File: config.mk
export PLATFORM = sky130hd
export DESIGN_NAME = pb_gesture_decoder
export DESIGN_NICKNAME = d
export VERILOG_FILES = /design/src/rtl/pb_pkg.sv /design/src/rtl/pb_gesture_decoder.sv
export SDC_FILE = /design/constraint.sdc
export NUM_CORES = 1
export LEC_CHECK = 0
export ABC_AREA = 0
export BUFFER_PORTS_ARGS = -buffer_cell sky130_fd_sc_hd__buf_2
export CAP_MARGIN = 20
export CORE_UTILIZATION = 64
export DETAILED_ROUTE_END_ITERATION = 6
export PLACE_DENSITY = 0.83
export SETUP_SLACK_MARGIN = 0.1
export SLEW_MARGIN = 20
export SYNTH_ARGS = -nofsm -noshare
export SYNTH_HDL_FRONTEND = slang
export SYNTH_SLANG_ARGS = --single-unit
File: constraint.sdc
create_clock -name clk -period 3.1 [get_ports clk]
set_input_delay 0.775 -clock clk [delete_from_list [all_inputs] [get_ports clk]]
set_output_delay 0.775 -clock clk [all_outputs]
set_load 0.02 [all_outputs]
File: src/rtl/pb_pkg.sv
// Shared push-button definitions: gesture FSM states and event codes.
// Also used by the debouncer wrapper to tag decoded gestures.
package pb_pkg;

    typedef enum logic [2:0] {
        IDLE           = 3'd0,
        PRESSED        = 3'd1,
        LONG_HELD      = 3'd2,
        WAIT_SECOND    = 3'd3,
        SECOND_PRESSED = 3'd4
    } pb_state_t;

    localparam logic [2:0] EV_NONE   = 3'd0;
    localparam logic [2:0] EV_SHORT  = 3'd1;
    localparam logic [2:0] EV_DOUBLE = 3'd2;
    localparam logic [2:0] EV_LONG   = 3'd3;
    localparam logic [2:0] EV_REPEAT = 3'd4;

    function automatic int max3(input int a, input int b, input int c);
        int m;
        m = (a > b) ? a : b;
        return (m > c) ? m : c;
    endfunction

endpackage

File: src/rtl/pb_gesture_decoder.sv
// Classifies debounced press/release strobes into short/double/long/repeat pulses.
// Latency: long LONG_CYCLES after press, short DCLICK_CYCLES after release, double 1 cycle.
// No backpressure: strobes are consumed every cycle, pulses are fire-and-forget.
module pb_gesture_decoder
    import pb_pkg::*;
#(
    parameter int LONG_CYCLES   = 50_000_000,
    parameter int DCLICK_CYCLES = 25_000_000,
    parameter int REPEAT_CYCLES = 10_000_000,
    parameter bit REPEAT_EN     = 1'b1
) (
    input  logic clk,
    input  logic rst_n,
    input  logic pb_down,
    input  logic pb_up,
    output logic short_press,
    output logic double_press,
    output logic long_press,
    output logic repeat_pulse,
    output logic busy
);

    localparam int MAX_CYCLES = max3(LONG_CYCLES, DCLICK_CYCLES, REPEAT_CYCLES);
    localparam int CW         = (MAX_CYCLES > 2) ? $clog2(MAX_CYCLES) : 1;

    localparam logic [CW-1:0] LONG_TC   = CW'(LONG_CYCLES - 1);
    localparam logic [CW-1:0] DCLICK_TC = CW'(DCLICK_CYCLES - 1);
    localparam logic [CW-1:0] REPEAT_TC = CW'(REPEAT_CYCLES - 1);

    pb_state_t     state;
    logic [CW-1:0] cnt;

    // Simultaneous press and release is a protocol violation: treat as neither.
    logic down_ev;
    logic up_ev;
    assign down_ev = pb_down & ~pb_up;
    assign up_ev   = pb_up & ~pb_down;

    always_ff @(posedge clk or negedge rst_n) begin
        if (!rst_n) begin
            state        <= IDLE;
            cnt          <= '0;
            short_press  <= 1'b0;
            double_press <= 1'b0;
            long_press   <= 1'b0;
            repeat_pulse <= 1'b0;
            busy         <= 1'b0;
        end else begin
            short_press  <= 1'b0;
            double_press <= 1'b0;
            long_press   <= 1'b0;
            repeat_pulse <= 1'b0;
            case (state)
                IDLE: begin
                    cnt <= '0;
                    if (down_ev) begin
                        state <= PRESSED;
                        busy  <= 1'b1;
                    end
                end
                PRESSED: begin
                    if (up_ev) begin
                        state <= WAIT_SECOND;
                        cnt   <= '0;
                    end else if (cnt == LONG_TC) begin
                        state      <= LONG_HELD;
                        cnt        <= '0;
                        long_press <= 1'b1;
                    end else begin
                        cnt <= cnt + 1'b1;
                    end
                end
                LONG_HELD: begin
                    if (up_ev) begin
                        state <= IDLE;
                        cnt   <= '0;
                        busy  <= 1'b0;
                    end else if (cnt == REPEAT_TC) begin
                        cnt          <= '0;
                        repeat_pulse <= REPEAT_EN;
                    end else begin
                        cnt <= cnt + 1'b1;
                    end
                end
                WAIT_SECOND: begin
                    // A press on the terminal cycle still counts as the second click.
                    if (down_ev) begin
                        state <= SECOND_PRESSED;
                        cnt   <= '0;
                    end else if (cnt == DCLICK_TC) begin
                        state       <= IDLE;
                        cnt         <= '0;
                        busy        <= 1'b0;
                        short_press <= 1'b1;
                    end else begin
                        cnt <= cnt + 1'b1;
                    end
                end
                SECOND_PRESSED: begin
                    cnt <= '0;
                    if (up_ev) begin
                        state        <= IDLE;
                        busy         <= 1'b0;
                        double_press <= 1'b1;
                    end
                end
                default: begin
                    state <= IDLE;
                    cnt   <= '0;
                    busy  <= 1'b0;
                end
            endcase
        end
    end

endmodule
==> results.sh <==
export IMPL_crit_path_end_kind="flip-flop"
export IMPL_place_congestion=0.877
export IMPL_ys_top_cells_by_area="dfrtp_1 47%, xor2_1 9.2%, nor2_1 6.4%"
export IMPL_finalHoldViolations=0
export IMPL_clock_skew_ns=0.0109
export IMPL_route_detailed_drc=0
export IMPL_place_port_buffers=8
export IMPL_fmax_ghz=0.443
export IMPL_critPathRequiredTime_ns=3.33
export IMPL_rsz0062_at_grt="no"
export IMPL_worst_r2r_cell_count=7
export IMPL_grt_pass1_wl_um=5820
export IMPL_synth_top_area_cell="dfrtp_1"
export IMPL_drtIter0Drc=41
export IMPL_first_pass_iters=4
export IMPL_die_w_um=55.1
export IMPL_r2r_start="cnt[0]"
export IMPL_period_needed_ns=2.26
export IMPL_worst_path_max_delay_cell="or4_4"
export IMPL_clk_pin_slew_ns=0.09
export IMPL_relSlewSlack_pct=52.2
export IMPL_wl_per_cell_um=15.5
export IMPL_post_cts_resized=0
export IMPL_fillers=185
export IMPL_total_leakage_power_nw=0.815
export IMPL_fin_tns_setup_ns=0
export IMPL_dr_total_vias=1411
export IMPL_slowest_delay_ns=0.57
export IMPL_syn_cell_area_um2=1810
export IMPL_dp_hpwl_um=2510
export IMPL_mostFrequentLayoutCell="dfrtp_1"
export IMPL_cts_made_buffers=5
export IMPL_cp_top_family="simple AND/OR/NAND/NOR gates"
export IMPL_setup_violations=0
export IMPL_fp_row_count=18
export IMPL_wl_um=3510
export IMPL_critical_path_class="flip-flop to flip-flop"
export IMPL_nets=201
export IMPL_ys_types=40
export IMPL_antenna_found_initial=0
export IMPL_synthFlopType="dfrtp_1"
export IMPL_ys_ff_latch=34
export IMPL_synth_area_per_cell_um2=9.61
export IMPL_fin_util_pct=73.8
export IMPL_netlist_instances=188
export IMPL_ys_async_sr_fraction_pct=100
export IMPL_cap_violations=0
export IMPL_crit_chain="ha_1 -> nand2_1 -> or4_4 -> nor4_4 -> o211a_1 -> buf_4 -> nor2_1"
export IMPL_grt_use_total_pct=28.0
export IMPL_power_density_nw_per_um2=513
export IMPL_seq_area_frac_synth_pct=47.1
export IMPL_cts_max_path_buffers=2
export IMPL_pin_count=9
export IMPL_reg2reg_to="cnt[16]"
export IMPL_n_antenna_cell=0
export IMPL_vdd_drop_max_uv=416
export IMPL_synth_edf_count=0
export IMPL_post_cts_buffers=0
export IMPL_cts_tree="yes"
export IMPL_status="finished, final reports clean"
export IMPL_yosysWarnings=0
export IMPL_cts_num_sinks=34
export IMPL_path_buf_inv=1
export IMPL_clkLatencyLatePin_ns=0.34
export IMPL_start_util_pct=70.4
export IMPL_synth_top_area_share_pct=47.1
export IMPL_core_um2=2570
export IMPL_die_height_um=55.1
export IMPL_synth_fp_nets=193
export IMPL_finalCritPeriodShare_pct=72.8
export IMPL_drive_above_1_share_pct=10.2
export IMPL_first_global_vias=1336
export IMPL_grt_max_degree=35
export IMPL_h_tree_depth=2
export IMPL_holdBufCountCts=0
export IMPL_drv_slew=0
export IMPL_cp_arrival_ns=2.49
export IMPL_ant_nets=0
export IMPL_tightest_slew_ns=0.716
export IMPL_hold_class="input port to async pin"
export IMPL_design_die_area_um2=3040
export IMPL_cp_start_kind="flip-flop"
export IMPL_root_buffer="clkbuf_4"
export IMPL_route_detailed_vias_per_inst=6.24
export IMPL_crit_fanout=13
export IMPL_rrSetupSlack_ns=0.84
export IMPL_final_cell_mix="34 x dfrtp_1, 31 x nor2_1, 19 x xor2_1, 14 x nand2_1, 11 x nand4_1"
export IMPL_area_growth_pct=4.85
export IMPL_total_power_mw=0.972
export IMPL_grt_overflow_total=0
metrics by stage:
stage | worst slack [ns] | cell area, um2 | hold WS, ns | cells
finish | 0.842 | 1890 | 0.483 | 226
global route | 0.697 | 1890 | 0.542 | 226
CTS | 0.843 | 1890 | 0.492 | 226
detailed placement | 0.851 | 1850 | 0.499 | 219
global placement | 0.936 | 1850 | 0.483 | 219
floorplan | 0.975 | 1810 | 0.463 | 188
synthesized netlist by cell type (all sizes together), types with 2 or more instances:
library cell / n
dfrtp: 34
nor2: 31
xor2: 19
nand2: 14
nand4: 11
nand3: 10
and3: 7
clkbuf: 6
nor2b: 5
nor4: 5
xnor2: 5
buf: 4
inv: 4
nor3: 4
nor4b: 3
o21ai: 3
nand4bb: 2
nor4bb: 2
o211ai: 2
or4: 2
worst register-to-register path, cell delays in order, from the launching register on:
cell	delay, ns
dfrtp_1	0.41
ha_1	0.23
nand2_1	0.13
or4_4	0.57
nor4_4	0.34
o211a_1	0.20
buf_4	0.20
nor2_1	0.08
worst max-delay path by stage:
stage / end / slack (ns) / depth (start not counted) / from
5_1_grt: cnt[15] / 0.70 / 7 / cnt[0]
2_1_floorplan: cnt[2] / 0.97 / 8 / cnt[0]
3_3_place_gp: cnt[16] / 0.94 / 7 / cnt[0]
3_5_place_dp: cnt[16] / 0.85 / 7 / cnt[0]
6_report: cnt[16] / 0.84 / 7 / cnt[0]
4_1_cts: cnt[13] / 0.84 / 7 / cnt[0]
report_power, final:
group	internal, mW	total, mW	switching (mW)
clock	0.0854	0.219	0.133
combinational	0.0843	0.232	0.147
sequential	0.473	0.521	0.0481
logic make-up (layout without fill, tap and decap cells):
| group | after synthesis | after routing | share of synthesized area (%) |
|---|---|---|---|
| compound gates | 13 | 13 | 5.19 |
| flops | 34 | 34 | 47.1 |
| buf+inv | 14 | 22 | 4.02 |
| xor+xnor | 24 | 24 | 11.6 |
| fa+ha+maj | 1 | 1 | 0.692 |
| simple gates | 102 | 102 | 31.4 |
sequential cells by signal, summed over array words and instances (netlist names):
| register | count |
|---|---|
| short_press | 1 |
| long_press | 1 |
| busy | 1 |
| state | 3 |
| double_press | 1 |
| repeat_pulse | 1 |
| cnt | 26 |
layout make-up:
type                    count  area, um2  area share, %
well taps                  30       37.5           1.98
flip-flops and latches     34        851           44.9
inverters                   4       15.0          0.793
clock buffers               7       45.0           2.38
repair buffers             11       62.6           3.30
multi-input cells         140        883           46.6
per-layer routing:
| metal | vias to the layer above | part of all wire [%] | GRT usage, % |
|---|---|---|---|
| met5 | - | 0 | 0 |
| met4 | 0 | 1.5 | 14.6 |
| met3 | 7 | 5.8 | 10.1 |
| met2 | 50 | 47 | 43.0 |
| met1 | 679 | 45 | 34.2 |
| li1 | 675 | - | - |
Note: power is estimated with default switching activity, not from simulation.
